### src/rtl/alu_issue.sv
// alu_issue: issue/writeback stage feeding an external two-edge ALU, with an 8x16 register file.
// Latency: accept edge to done is 4 cycles for ALU ops, 2 cycles for illegal opcodes or divide by zero.
// Backpressure: instr_ready is high only in IDLE, so one instruction is in flight. Optional macro IMM_OPERAND_EN enables an immediate src2.
module alu_issue #(
  parameter int          NREGS   = 8,
  parameter logic [15:0] RST_VAL = 16'h0000
) (
  input  logic        clk,
  input  logic        rst,
  input  logic [15:0] instr,
  input  logic        instr_valid,
  output logic        instr_ready,
  output logic [3:0]  alu_opcode,
  output logic        alu_ar_flag,
  output logic [15:0] alu_src1,
  output logic [15:0] alu_src2,
  output logic        alu_out_en,
  input  logic [15:0] alu_out,
  input  logic [3:0]  alu_flags,
  output logic [3:0]  flags,
  output logic        done,
  output logic        div0,
  output logic        illegal,
  input  logic [2:0]  dbg_addr,
  output logic [15:0] dbg_data
);

  typedef enum logic [1:0] {IDLE = 2'd0, EXEC = 2'd1, CAPT = 2'd2, WB = 2'd3} state_t;

  state_t      state_q, state_d;
  logic [15:0] regs_q [NREGS];
  logic [3:0]  opcode_q, opcode_d;
  logic        ar_q, ar_d;
  logic [15:0] src1_q, src1_d;
  logic [15:0] src2_q, src2_d;
  logic        out_en_q, out_en_d;
  logic [2:0]  rd_q, rd_d;
  logic        ill_q, ill_d;
  logic        dz_q, dz_d;
  logic [3:0]  flags_q, flags_d;
  logic        done_q, done_d;
  logic        div0_q, div0_d;
  logic        illegal_q, illegal_d;
  logic        wr_en;
  logic [15:0] wr_dat;

  // Instruction fields.
  logic [3:0]  op;
  logic [2:0]  rd, rs1, rs2;
  logic        op_legal;
  logic [15:0] src2_val;
  logic        is_dz;
  logic        unused_bits;

  assign op       = instr[15:12];
  assign rd       = instr[10:8];
  assign rs1      = instr[7:5];
  assign rs2      = instr[4:2];
  assign op_legal = (op >= 4'h3) && (op <= 4'hB);
  assign unused_bits = ^instr[1:0];

`ifdef IMM_OPERAND_EN
  // instr[1] picks the zero-extended rs2 field as an immediate operand.
  assign src2_val = instr[1] ? {13'b0, rs2} : regs_q[rs2];
`else
  assign src2_val = regs_q[rs2];
`endif

  // Divide by zero is judged on the operand that would actually reach the ALU.
  assign is_dz = op_legal && (op == 4'h6) && (src2_val == 16'h0000);

  assign instr_ready = (state_q == IDLE);
  assign dbg_data    = regs_q[dbg_addr];

  assign alu_opcode  = opcode_q;
  assign alu_ar_flag = ar_q;
  assign alu_src1    = src1_q;
  assign alu_src2    = src2_q;
  assign alu_out_en  = out_en_q;
  assign flags       = flags_q;
  assign done        = done_q;
  assign div0        = div0_q;
  assign illegal     = illegal_q;

  // Next-state and output decode; skipped instructions never drive the ALU.
  always_comb begin
    state_d   = state_q;
    opcode_d  = opcode_q;
    ar_d      = ar_q;
    src1_d    = src1_q;
    src2_d    = src2_q;
    out_en_d  = 1'b0;
    rd_d      = rd_q;
    ill_d     = ill_q;
    dz_d      = dz_q;
    flags_d   = flags_q;
    done_d    = 1'b0;
    div0_d    = 1'b0;
    illegal_d = 1'b0;
    wr_en     = 1'b0;
    wr_dat    = alu_out;
    case (state_q)
      IDLE: begin
        if (instr_valid) begin
          opcode_d = (op_legal && !is_dz) ? op : 4'h0;
          ar_d     = (op_legal && !is_dz) ? instr[11] : 1'b0;
          src1_d   = regs_q[rs1];
          src2_d   = src2_val;
          rd_d     = rd;
          ill_d    = !op_legal;
          dz_d     = is_dz;
          state_d  = (op_legal && !is_dz) ? EXEC : WB;
        end
      end
      EXEC: begin
        out_en_d = 1'b1;
        state_d  = CAPT;
      end
      CAPT: begin
        state_d = WB;
      end
      WB: begin
        done_d  = 1'b1;
        state_d = IDLE;
        if (ill_q) begin
          illegal_d = 1'b1;
        end else if (dz_q) begin
          div0_d = 1'b1;
          wr_en  = 1'b1;
          wr_dat = 16'hFFFF;
        end else begin
          wr_en   = 1'b1;
          flags_d = alu_flags;
        end
      end
      default: state_d = IDLE;
    endcase
  end

  // State, ALU drive and status registers; reset abandons any instruction in flight.
  always_ff @(posedge clk or negedge rst) begin
    if (!rst) begin
      state_q   <= IDLE;
      opcode_q  <= 4'h0;
      ar_q      <= 1'b0;
      src1_q    <= 16'h0000;
      src2_q    <= 16'h0000;
      out_en_q  <= 1'b0;
      rd_q      <= 3'd0;
      ill_q     <= 1'b0;
      dz_q      <= 1'b0;
      flags_q   <= 4'h0;
      done_q    <= 1'b0;
      div0_q    <= 1'b0;
      illegal_q <= 1'b0;
    end else begin
      state_q   <= state_d;
      opcode_q  <= opcode_d;
      ar_q      <= ar_d;
      src1_q    <= src1_d;
      src2_q    <= src2_d;
      out_en_q  <= out_en_d;
      rd_q      <= rd_d;
      ill_q     <= ill_d;
      dz_q      <= dz_d;
      flags_q   <= flags_d;
      done_q    <= done_d;
      div0_q    <= div0_d;
      illegal_q <= illegal_d;
    end
  end

  // Register file write port, used only in WB.
  always_ff @(posedge clk or negedge rst) begin
    if (!rst) begin
      for (int i = 0; i < NREGS; i++) regs_q[i] <= RST_VAL;
    end else if (wr_en) begin
      regs_q[rd_q] <= wr_dat;
    end
  end

endmodule

### config.mk
export PLATFORM = sky130hd
export DESIGN_NAME = alu_issue
export DESIGN_NICKNAME = d
export VERILOG_FILES = /design/src/rtl/alu_issue.sv
export SDC_FILE = /design/constraint.sdc
export NUM_CORES = 1
export LEC_CHECK = 0
export ABC_AREA = 1
export BUFFER_PORTS_ARGS = -buffer_cell sky130_fd_sc_hd__clkbuf_2
export CORE_MARGIN = 2
export CORE_UTILIZATION = 55
export DETAILED_ROUTE_END_ITERATION = 8
export PLACE_DENSITY = 0.79
export SETUP_SLACK_MARGIN = 0.02
export SYNTH_ARGS = -nofsm -noshare
export SYNTH_HDL_FRONTEND = slang
export SYNTH_SLANG_ARGS = --single-unit
### constraint.sdc
create_clock -name clk -period 4.7 [get_ports clk]
set_input_delay 0.235 -clock clk [delete_from_list [all_inputs] [get_ports clk]]
set_output_delay 0.235 -clock clk [all_outputs]
set_load 0.05 [all_outputs]
## Word level (Yosys, flattened, before mapping)

Cells that the tools add are included.
W data, S select, Z words.

| storage, ports and cells | value |
|---|---|
| output and inout bits | 62 |
| logic and storage cells | 79 |
| register bits | 180 |
| input port bits | 42 |

| operators by class | value |
|---|---|
| multiplexer cells | 29 |
| bitwise operators | 6 |
| reductions and logical operators | 11 |
| equal/unequal tests | 5 |
| order comparisons | 7 |

Operators with widths:

| cell | number |
|---|---|
| $mux W16 | 10 |
| $bmux W16 S3 | 3 |
| $bwmux W128 | 1 |
| $demux W16 S3 | 1 |
| $ge A4 B4 Y1 const B | 4 |
| $logic_not A16 Y1 | 1 |
| $not A3 Y4 | 4 |
| $mux W1 | 10 |
| $pmux W2 S4 | 1 |
| $logic_and A1 B1 Y1 | 5 |
| $eq A2 B2 Y1 const B | 2 |
| $eq A4 B3 Y1 const B | 1 |
| $ge A4 B2 Y1 const B | 1 |
| $le A4 B4 Y1 const B | 1 |
| $lt A4 B1 Y1 const B | 1 |
| $mux W2 | 2 |
| $mux W4 | 1 |
| $reduce_and A3 Y1 | 1 |
| $eq A2 B1 Y1 const B | 1 |
| $logic_not A1 Y1 | 2 |
| $logic_not A2 Y1 | 1 |
| $ne A2 B2 Y1 const B | 1 |
| $not A1 Y1 | 2 |
| $reduce_and A2 Y1 | 1 |

## Longest topological paths before layout

| depth | value |
|---|---|
| depth in word-level cells | 11 |
| mapped depth | 13 |

## Least setup slack after synthesis

Ideal clock, no wire load.

| timing path | value |
|---|---|
| path kind | input to output |
| start | input dbg_addr[1] |
| end | output dbg_data[10] |
| slack | 2.477 ns |
| path buffers | 3 |
| data arrival time | 1.988 ns |
| stages on the path | 6 |
| data required time | 4.465 ns |
| cells stage by stage | clkbuf_1 > inv_1 > clkbuf_1 > clkbuf_1 > a221oi_1 > a31oi_1 |

| on the way | value |
|---|---|
| longest elaborated chain between the ends | 4 |

RTL lines:

| item | RTL line | text |
|---|---|---|
| from (decl) | 24 | `input logic [2:0] dbg_addr,` |
| $not A3 Y4 (not written as such) | 73 | `assign dbg_data = regs_q[dbg_addr];` |
| $bmux W16 S3 | 73 |  |
| $mux W16 (not written as such) (2 in series) | 73 |  |
| to (decl) | 25 | `output logic [15:0] dbg_data` |

Every way passes these cells. The select of a mux whose other input is x is not followed.

## Worst setup path in the final report

| timing path | value |
|---|---|
| start | input dbg_addr[0] |
| end | output dbg_data[8] |

Same word-level chain as after synthesis.

==> reports/metrics.yaml <==
global_routing:
  antenna_found_initial: 0
  first_global_vias: 9387
  grt_max_degree: 108
  grt_pass1_wl_mm: 50.2
  grt_use_total_pct: 33.0
  grt_overflow: 0
worst_hold_path:
  min_path_type: "in -> reg"
synth:
  synth.top_cell.area_share_pct: 44.1
  synth_cell_types: 29
  synth.area.top_cells: "dfrtp_1 44%, nand2_1 13%, o21ai_0 12%"
  ys_ff_latch: 180
  async_flop_share_pct: 100
  syn_nets: 1447
  synth-edff-count: 0
  syn_area_um2: 10200
  ys.flop_type: "dfrtp_1"
  yosys_warnings: 0
  synth_area_per_cell_um2: 7.29
  yosysTopAreaCell: "dfrtp_1"
  synth-seq-area-share_pct: 44.1
  syn-instance-count: 1401
sta:
  fmax_mhz: 370
  fin_worst_skew_ps: 8.13
  tightest_slew_ps: 1160
  hold_viol_final: 0
  rsz0062_at_grt: "false"
  fin_crit_ps: 2700
  post-route-period-util_pct: 57.5
  post-route-worst-setup-slack_ps: 2000
  finalSetupViolCount: 0
  setup_tns_ps: 0
  maxSlewViolCount: 0
  max_slew_margin_pct: 22.7
finish:
  antenna_cells: 0
  nNetsFinal: 1470
  syn_to_final_growth_pct: 11.0
  layout-drive-gt1-share_pct: 13.6
  stdcell_count: 1665
floorplanning:
  core_area_um2: 18100
  io_pins: 104
  start_util_pct: 56.5
  rows: 49
  dieArea_um2: 19700
  die_x_um: 140
  die_y_um: 140
placed_design:
  gp_congestion: 0.862
  dp_hpwl_mm: 19.0
  port_buffers: 101
  dp.cells: 1633
  pre_cts_ws_ps: 2120
power_and_ir_drop:
  powerDensity_nw_per_um2: 647
  peakVddDrop_mv: 0.280
  p_leak_nw: 5.37
  p_total_mw: 7.34
routing:
  ant_nets: 0
  drt_iter0_drc: 1402
  drt-total-wl_mm: 32.1
  vias: 10100
  post-route-drc-count: 0
  dr.pass1.iters: 7
  avgRoutedWirePerCell_um: 19.3
  routed_via_density: 6.05
worst_setup_path:
  crit_fanout: 43
  startpoint_type: "input pin"
  worstPathRequired_ps: 4470
  cp-end-kind: "output port"
  worstSetupPathType: "in -> out"
  cp.arrival_ps: 2470
run:
  drv_cap: 0
cts:
  cts_setup_buffers: 0
  cts_resized: 0
  clk_pin_slew_ps: 70
  clk_latency_ps: 440
  cts_buffer_depth: 2
  ctsHtreeMaxLevel: 4
  cts_tree: "yes"
  cts_buffers: 17
  clockRootBuffer: "clkbuf_16"
  cts.sinks: 180
  ctsHoldBuffers: 1
outcome:
  outcome: "completed"
## where the power goes
| part | leakage, nW | internal, mW | switching, mW |
|---|---|---|---|
| Combinational | 3.03 | 0.847 | 2.25 |
| Clock | 0.303 | 0.952 | 0.607 |
| Sequential | 2.03 | 2.28 | 0.401 |
| Total | 5.37 | 4.08 | 3.25 |
## cells in the mapped netlist (2+ instances only)
cell type	number
buf_1	6
a31oi_1	23
inv_1	138
mux2_2	16
dfrtp_1	180
o211ai_1	11
ha_1	4
nand2_1	356
or2_2	16
clkbuf_1	88
nor2_2	2
a221oi_1	17
buf_6	5
o21ai_2	2
o221ai_1	16
o21ai_0	247
buf_2	17
clkinv_1	2
o21ai_1	16
nand3_1	49
a21oi_1	141
nor2_1	42
## flip-flops by register name, summed over array words and instances (netlist names)
| signal | cells |
|---|---|
| regs_q | 128 |
| alu_src1 | 16 |
| alu_src2 | 16 |
| alu_opcode | 4 |
| flags | 4 |
| rd_q | 3 |
| state_q | 2 |
| alu_ar_flag | 1 |
| alu_out_en | 1 |
| div0 | 1 |
| done | 1 |
| dz_q | 1 |
| ill_q | 1 |
| illegal | 1 |
## layer usage
metal  part of all wire [%]  GRT usage, %  up-vias
li1                       -             -     4677
met1                     39          43.5     4590
met2                     45          51.5      686
met3                     12          9.20      119
met4                    3.7          14.2        0
met5                      0             0        -
## cell families after synthesis
group	count (synthesis)	synth area share, %
AO/OA/AOI/OAI	474	25.1
flip-flops	180	44.1
AND/OR/NAND/NOR	468	18.4
adder cells (fa/ha/maj)	4	0.490
buffers and inverters	259	10.1
multiplexers	16	1.76
## stage by stage
| stage | utilization, % | instance area (um2) | hold slack [ps] |
|---|---|---|---|
| 2_1_floorplan | - | 10200 | -60.6 |
| 3_3_place_gp | 59.1 | 10700 | 439 |
| 3_5_place_dp | 59.1 | 10700 | 433 |
| 4_1_cts | 62.7 | 11300 | 10.9 |
| 5_1_grt | 62.7 | 11300 | 18.3 |
| 6_report | 62.7 | 11300 | 15.2 |
## final cells by class
class | count | area, um2
Fill cell | 1538 | 6750
Multi-Input combinational cell | 962 | 4710
Sequential cell | 180 | 4500
Timing Repair Buffer | 122 | 674
Inverter | 141 | 529
Clock buffer | 21 | 450
Tap cell | 229 | 287
Clock inverter | 10 | 180
## worst max-delay path, cell delays in order
cell and delay (ps):
clkbuf_2 620, buf_4 530, nand2_1 90, o21ai_0 110, a221oi_1 130, a31oi_1 380
clkbuf_2 360
## path summary, 6_finish.rpt
| kind | start | to | slack, ps | depth (start not counted) |
|---|---|---|---|---|
| worst min-delay path | instr[8] | rd_q[0]$_DFFE_PN0P_ | 20 | 3 |
| max in group asynchronous | rst | alu_src1[7]$_DFFE_PN0P_ | 3120 | 3 |
| worst max-delay path | dbg_addr[0] | dbg_data[8] | 2000 | 7 |
| worst max register to register | state_q[1]$_DFFE_PN0P_ | regs_q[90]$_DFFE_PN0P_ | 2180 | 8 |
| worst min register to register | ill_q$_DFFE_PN0P_ | illegal$_DFF_PN0_ | 460 | 2 |
| min in group asynchronous | rst | alu_src1[4]$_DFFE_PN0P_ | 470 | 2 |
## cell usage in the layout (no fill, tap or decap), drive strengths merged, types with 17 or more instances in the layout
cell type	instances
a221oi	17
a21oi	141
buf	22
nand2	356
clkbuf	120
inv	139
nand3	50
o21ai	265
a31oi	23
nor2	44
dfrtp	180
No activity file was read; power rests on OpenSTA's default activity.
